### src/rtl/atm_db_arbiter.sv
// -----------------------------------------------------------------------------
// atm_db_arbiter
// Two ATM terminals share one account-balance RAM. Transactions are served
// one at a time. When both terminals request, a round-robin pointer picks the
// winner. A memory transaction walks IDLE -> RD -> CAP -> EXEC -> DONE.
//
// Ports
//   clk, rst        clock, synchronous active-high reset
//   req[1:0]        per-terminal request (bit p = terminal p)
//   op[3:0]         2 bits per terminal: 00 withdraw, 01 deposit,
//                   10 inquiry, 11 invalid
//   card_number     card_width bits per terminal (account index)
//   value           balance_width bits per terminal (amount)
//   busy[1:0]       one-hot, terminal whose transaction is in flight
//   done[1:0]       one-cycle completion pulse to the served terminal
//   rsp_balance     result balance, valid while done != 0
//   rsp_error       transaction rejected, valid while done != 0
//   mem_addr        balance RAM address
//   mem_rd_en       RAM read strobe (data returns on mem_rdata next cycle)
//   mem_rdata       RAM read data
//   mem_wr_en       RAM write strobe
//   mem_wdata       RAM write data
// -----------------------------------------------------------------------------
module atm_db_arbiter #(
  parameter int balance_width = 20,
  parameter int card_width    = 3,
  parameter int users_num     = 7
) (
  input  logic                       clk,
  input  logic                       rst,
  input  logic [1:0]                 req,
  input  logic [3:0]                 op,
  input  logic [2*card_width-1:0]    card_number,
  input  logic [2*balance_width-1:0] value,
  output logic [1:0]                 busy,
  output logic [1:0]                 done,
  output logic [balance_width-1:0]   rsp_balance,
  output logic                       rsp_error,
  output logic [card_width-1:0]      mem_addr,
  output logic                       mem_rd_en,
  input  logic [balance_width-1:0]   mem_rdata,
  output logic                       mem_wr_en,
  output logic [balance_width-1:0]   mem_wdata
);

  typedef enum logic [2:0] {IDLE, RD, CAP, EXEC, DONE} state_t;

  state_t                   state_reg, state_next;
  logic                     term_reg, term_next;     // terminal being served
  logic                     rr_reg, rr_next;         // preferred terminal on contention
  logic [1:0]               mask_reg, mask_next;     // terminal just finished, ignored for one IDLE cycle
  logic [1:0]               op_reg, op_next;
  logic [card_width-1:0]    card_reg, card_next;
  logic [balance_width-1:0] value_reg, value_next;
  logic [balance_width-1:0] bal_reg, bal_next;
  logic [balance_width-1:0] result_reg, result_next;
  logic                     error_reg, error_next;

  // Per-terminal views of the packed request fields
  logic [1:0]               op_t    [2];
  logic [card_width-1:0]    card_t  [2];
  logic [balance_width-1:0] value_t [2];
  logic [1:0]               reject_t;

  logic [1:0]               elig;
  logic                     winner;
  logic                     busy_any, done_any;
  logic [balance_width:0]   sum;
  logic [balance_width-1:0] diff;

  generate
    for (genvar gi = 0; gi < 2; gi++) begin : g_term
      assign op_t[gi]     = op[2*gi +: 2];
      assign card_t[gi]   = card_number[gi*card_width +: card_width];
      assign value_t[gi]  = value[gi*balance_width +: balance_width];
      // Unknown account or invalid opcode never touches the RAM
      assign reject_t[gi] = (op_t[gi] == 2'b11) || (32'(card_t[gi]) >= users_num);
      assign busy[gi]     = busy_any && (term_reg == 1'(gi));
      assign done[gi]     = done_any && (term_reg == 1'(gi));
    end
  endgenerate

  assign elig   = req & ~mask_reg;
  // With both eligible the rr pointer decides; otherwise the single requester wins
  assign winner = (elig == 2'b11) ? rr_reg : elig[1];

  // One extra bit keeps the deposit carry for overflow detection
  assign sum  = {1'b0, bal_reg} + {1'b0, value_reg};
  assign diff = bal_reg - value_reg;

  always_comb begin
    state_next  = state_reg;
    term_next   = term_reg;
    rr_next     = rr_reg;
    mask_next   = 2'b00;
    op_next     = op_reg;
    card_next   = card_reg;
    value_next  = value_reg;
    bal_next    = bal_reg;
    result_next = result_reg;
    error_next  = error_reg;
    busy_any    = 1'b0;
    done_any    = 1'b0;
    rsp_balance = '0;
    rsp_error   = 1'b0;
    mem_addr    = '0;
    mem_rd_en   = 1'b0;
    mem_wr_en   = 1'b0;
    mem_wdata   = '0;

    case (state_reg)
      IDLE: begin
        if (|elig) begin
          term_next  = winner;
          op_next    = op_t[winner];
          card_next  = card_t[winner];
          value_next = value_t[winner];
          if (reject_t[winner]) begin
            result_next = '0;
            error_next  = 1'b1;
            state_next  = DONE;
          end else begin
            state_next  = RD;
          end
        end
      end
      RD: begin
        busy_any   = 1'b1;
        mem_rd_en  = 1'b1;
        mem_addr   = card_reg;
        state_next = CAP;
      end
      CAP: begin
        busy_any   = 1'b1;
        bal_next   = mem_rdata;
        state_next = EXEC;
      end
      EXEC: begin
        busy_any    = 1'b1;
        mem_addr    = card_reg;
        result_next = bal_reg;
        error_next  = 1'b0;
        case (op_reg)
          2'b00: begin
            if (value_reg <= bal_reg) begin
              mem_wr_en   = 1'b1;
              mem_wdata   = diff;
              result_next = diff;
            end else begin
              error_next  = 1'b1;
            end
          end
          2'b01: begin
            if (sum[balance_width]) begin
              error_next  = 1'b1;
            end else begin
              mem_wr_en   = 1'b1;
              mem_wdata   = sum[balance_width-1:0];
              result_next = sum[balance_width-1:0];
            end
          end
          default: ;  // inquiry: report the balance, no write
        endcase
        state_next = DONE;
      end
      DONE: begin
        busy_any    = 1'b1;
        done_any    = 1'b1;
        rsp_balance = result_reg;
        rsp_error   = error_reg;
        rr_next     = ~term_reg;
        mask_next   = term_reg ? 2'b10 : 2'b01;
        state_next  = IDLE;
      end
      default: state_next = IDLE;
    endcase

    // Reset silences every output in the same cycle, so a reset that lands
    // in EXEC cannot let the write strobe through.
    if (rst) begin
      busy_any    = 1'b0;
      done_any    = 1'b0;
      rsp_balance = '0;
      rsp_error   = 1'b0;
      mem_addr    = '0;
      mem_rd_en   = 1'b0;
      mem_wr_en   = 1'b0;
      mem_wdata   = '0;
    end
  end

  always_ff @(posedge clk) begin
    if (rst) begin
      state_reg  <= IDLE;
      term_reg   <= 1'b0;
      rr_reg     <= 1'b0;
      mask_reg   <= 2'b00;
      op_reg     <= 2'b00;
      card_reg   <= '0;
      value_reg  <= '0;
      bal_reg    <= '0;
      result_reg <= '0;
      error_reg  <= 1'b0;
    end else begin
      state_reg  <= state_next;
      term_reg   <= term_next;
      rr_reg     <= rr_next;
      mask_reg   <= mask_next;
      op_reg     <= op_next;
      card_reg   <= card_next;
      value_reg  <= value_next;
      bal_reg    <= bal_next;
      result_reg <= result_next;
      error_reg  <= error_next;
    end
  end

endmodule

### config.mk
export PLATFORM = sky130hd
export DESIGN_NAME = atm_db_arbiter
export DESIGN_NICKNAME = d
export VERILOG_FILES = /design/src/rtl/atm_db_arbiter.sv
export SDC_FILE = /design/constraint.sdc
export NUM_CORES = 1
export LEC_CHECK = 0
export ABC_AREA = 1
export BUFFER_PORTS_ARGS = -buffer_cell sky130_fd_sc_hd__buf_2
export CORE_MARGIN = 2
export CORE_UTILIZATION = 40
export CTS_CLUSTER_DIAMETER = 40
export DETAILED_ROUTE_END_ITERATION = 7
export MAX_ROUTING_LAYER = met4
export SYNTH_ARGS = -nofsm -noshare
export SYNTH_HDL_FRONTEND = slang
export SYNTH_SLANG_ARGS = --single-unit
### constraint.sdc
create_clock -name clk -period 3.51 [get_ports clk]
set_clock_uncertainty 0.1 [all_clocks]
set_input_delay 0.702 -clock clk [delete_from_list [all_inputs] [get_ports clk]]
set_output_delay 0.702 -clock clk [all_outputs]
set_load 0.05 [all_outputs]
==> results.yml <==
run_status:
  status: "complete, no violations"
worst_setup_path:
  crit_buf_inv: 2
  cp.required_ns: 2.71
  max_stage_delay_ns: 0.43
  path_cells: "ha_4 -> fa_2 -> nand3_2 -> nand2_2 -> nand2_2 -> nand3_2 -> nand2_2 -> nand2_2 -> nor2_4 -> buf_12 -> nand3_2 -> a21oi_2 -> buf_6"
  cp_slowest_cell: "fa_2"
  critPathLaunchType: "flip-flop"
  path_class: "flip-flop to primary output"
  crit_path_start: "value_reg[0]"
  r2r-start: "bal_reg[0]"
  critPathTopFamily: "simple AND/OR/NAND/NOR gates"
  r2r_cells: 15
  worst-path-max-fanout: 8
  crit_top_cell: "nand2_2"
  worst_ep_arrival_time_ns: 2.68
  cp.depth: 13
  cp-end-kind: "primary output"
floorplan:
  initial_core_util_pct: 40.71
  core_um2: 15770
  dieWidth_um: 130.7
  die_h_um: 130.7
  io_pins: 124
  rows: 46
  die_area_um2: 17080
clocking:
  cts_max_level: 3
  cts_root_buffer: "clkbuf_16"
  cts_tree: "yes"
  cts_sinks: 73
  clkTransAtPathRegs_ns: 0.06
  clockBufferDepth: 2
  clk_latency_ns: 0.35
  cts_buffers: 9
global_routing:
  overflow: 0
  grt_pass1_vias: 6899
  antenna_found_initial: 0
  grt_max_degree: 48
  groute.usage.overall_pct: 29.28
  grt_pass1_wl_um: 37230
power_and_ir_drop:
  power_density_nw_per_um2: 1006
  power_w: 0.008572
  ir_drop_v: 0.0004947
  leakagePower_nw: 3.962
synthesis:
  synth_cells: 1044
  yosys-top-cells-count: "nand2_1, inv_1, a21oi_1"
  synth_top_area_cell: "dfxtp_1"
  async_reset_ff_share_pct: 0
  ys_ff_latch: 73
  synth.net_count: 1160
  yosysSeqAreaShare_pct: 22.76
  synth_top_flop_cell: "dfxtp_1"
  yosysMostFrequentCell: "nand2_1"
  yosysWarnings: 0
  synthDistinctLibCells: 40
  synth_top_area_share_pct: 22.76
  synth-edff-count: 0
  mappedNetlistArea_um2: 6420
  synth_area_per_cell_um2: 6.149
  synth_area_leaders: "dfxtp_1, nand2_1, a21oi_1, inv_1, ha_1"
sta:
  finalSetupViolCount: 0
  fmaxAchievable_ghz: 0.2875
  min_period_ns: 3.478
  drv_slew: 0
  hold_viol_final: 0
  worst_pin_slew_ns: 0.7587
  rsz0062_at_grt: "yes"
  setup_slack_ns: 0.03223
  slew_headroom_pct: 49.36
  period_share_pct: 99.08
  worst_hold_slack_ns: 0.3691
detailed_routing:
  drt_iter0_markers: 677
  wl_per_cell_um: 17.52
  route.detailed.drc: 0
  via_per_inst: 5.301
  drt_first_pass_iters: 5
  postRouteAntennaNets: 0
  vias: 7453
  wl_um: 24640
cells_and_area:
  final_area_um2: 8524
  antenna_cells: 0
  nets: 1301
  drive_gt1_share_pct: 27.98
  syn_to_final_growth_pct: 32.78
  nFillCells: 1637
placement:
  pre_cts_ws_ns: 0.06478
  portBuffers: 123
  place_hpwl_um: 18700
  gp_congestion: 1.006
  place_area_um2: 7293
flow_run:
  maxCapViolCount: 0
hold_path:
  holdCritStartpoint: "result_reg[14]"
  hp-class: "flip-flop to flip-flop"
  holdPathStages: 2
[kinds of logic after synthesis]
logic type,share of synthesized area [%]
compound gates,19.43
xor+xnor,2.456
fa+ha+maj,8.419
buf+inv,14.50
flops,22.76
simple gates,32.43
[what timing repair did]
item                                    in CTS  in global routing
gates resized for setup                     66                114
endpoints found under the setup margin      21                 21
buffers inserted                             0                 16
pin swaps                                    2                 32
gates cloned                                 2                  1
hold buffers                                 0                  0
[cell usage in the layout (no fill, tap or decap), drive strengths merged, types with 3 or more instances in the layout]
cell,count
buf,181
clkinv,3
xor2,16
a21oi,134
nor3,9
dfxtp,73
a21o,3
nand3b,3
clkbuf,10
nand3,64
and2,3
a221oi,19
clkinvlp,3
o21ai,43
nand4,24
nand2,272
ha,40
nor2,105
inv,161
o21bai,8
[worst reg2reg max path, stage by stage, from the launching register on]
cell and delay [ns]:
dfxtp_4 0.36, inv_2 0.06, ha_4 0.16, fa_2 0.38
inv_2 0.08, nand3_1 0.07, nand3_2 0.09, nand3_2 0.07
nand3_2 0.09, nand2_2 0.07, nand3_1 0.10, nand2_2 0.33
nand2_1 0.16, nand4_1 0.17, nand2_1 0.16, a21oi_1 0.08
[worst paths after layout]
path / to / slack [ns]
setup / recovery: mem_wdata[16] / 0.03
hold / removal: result_reg[14] / 0.37
setup reg to reg: result_reg[4] / 0.83
hold reg to reg: result_reg[14] / 0.37
[power breakdown]
group	switching, W	internal [W]
Clock	0.000417	0.000631
Combinational	0.00407	0.00215
Sequential	0.000225	0.00108
Total	0.00472	0.00386
[stage by stage]
| step | TNS [ns] | util (%) | instances |
|---|---|---|---|
| floorplan | 0 | - | 1044 |
| finish | 0 | 54.05 | 1406 |
| global placement | 0 | 46.25 | 1371 |
| CTS | 0 | 49.76 | 1389 |
| global route | -0.7157 | 54.05 | 1406 |
| detailed placement | 0 | 46.25 | 1371 |
[layout make-up]
cell class                      count  area (µm²)  share of cell area, %
Multi-Input combinational cell    757        4583                  53.76
Clock buffer                        9       225.2                  2.642
Clock inverter                      7       101.3                  1.189
Tap cell                          216       270.3                  3.170
Inverter                          160       616.8                  7.236
Timing Repair inverter              2       27.53                 0.3229
Sequential cell                    73        1473                  17.28
Timing Repair Buffer              182        1227                  14.40
[layer usage]
metal  vias to the layer above  global-route usage (%)  wire [µm]
li1                       3646                       -          -
met1                      3479                   40.13      11100
met2                       297                   45.25      11370
met3                        31                   4.194       1730
met4                         0                   7.947        438
met5                         -                       -          0
Note: power is estimated with default switching activity, not from simulation.
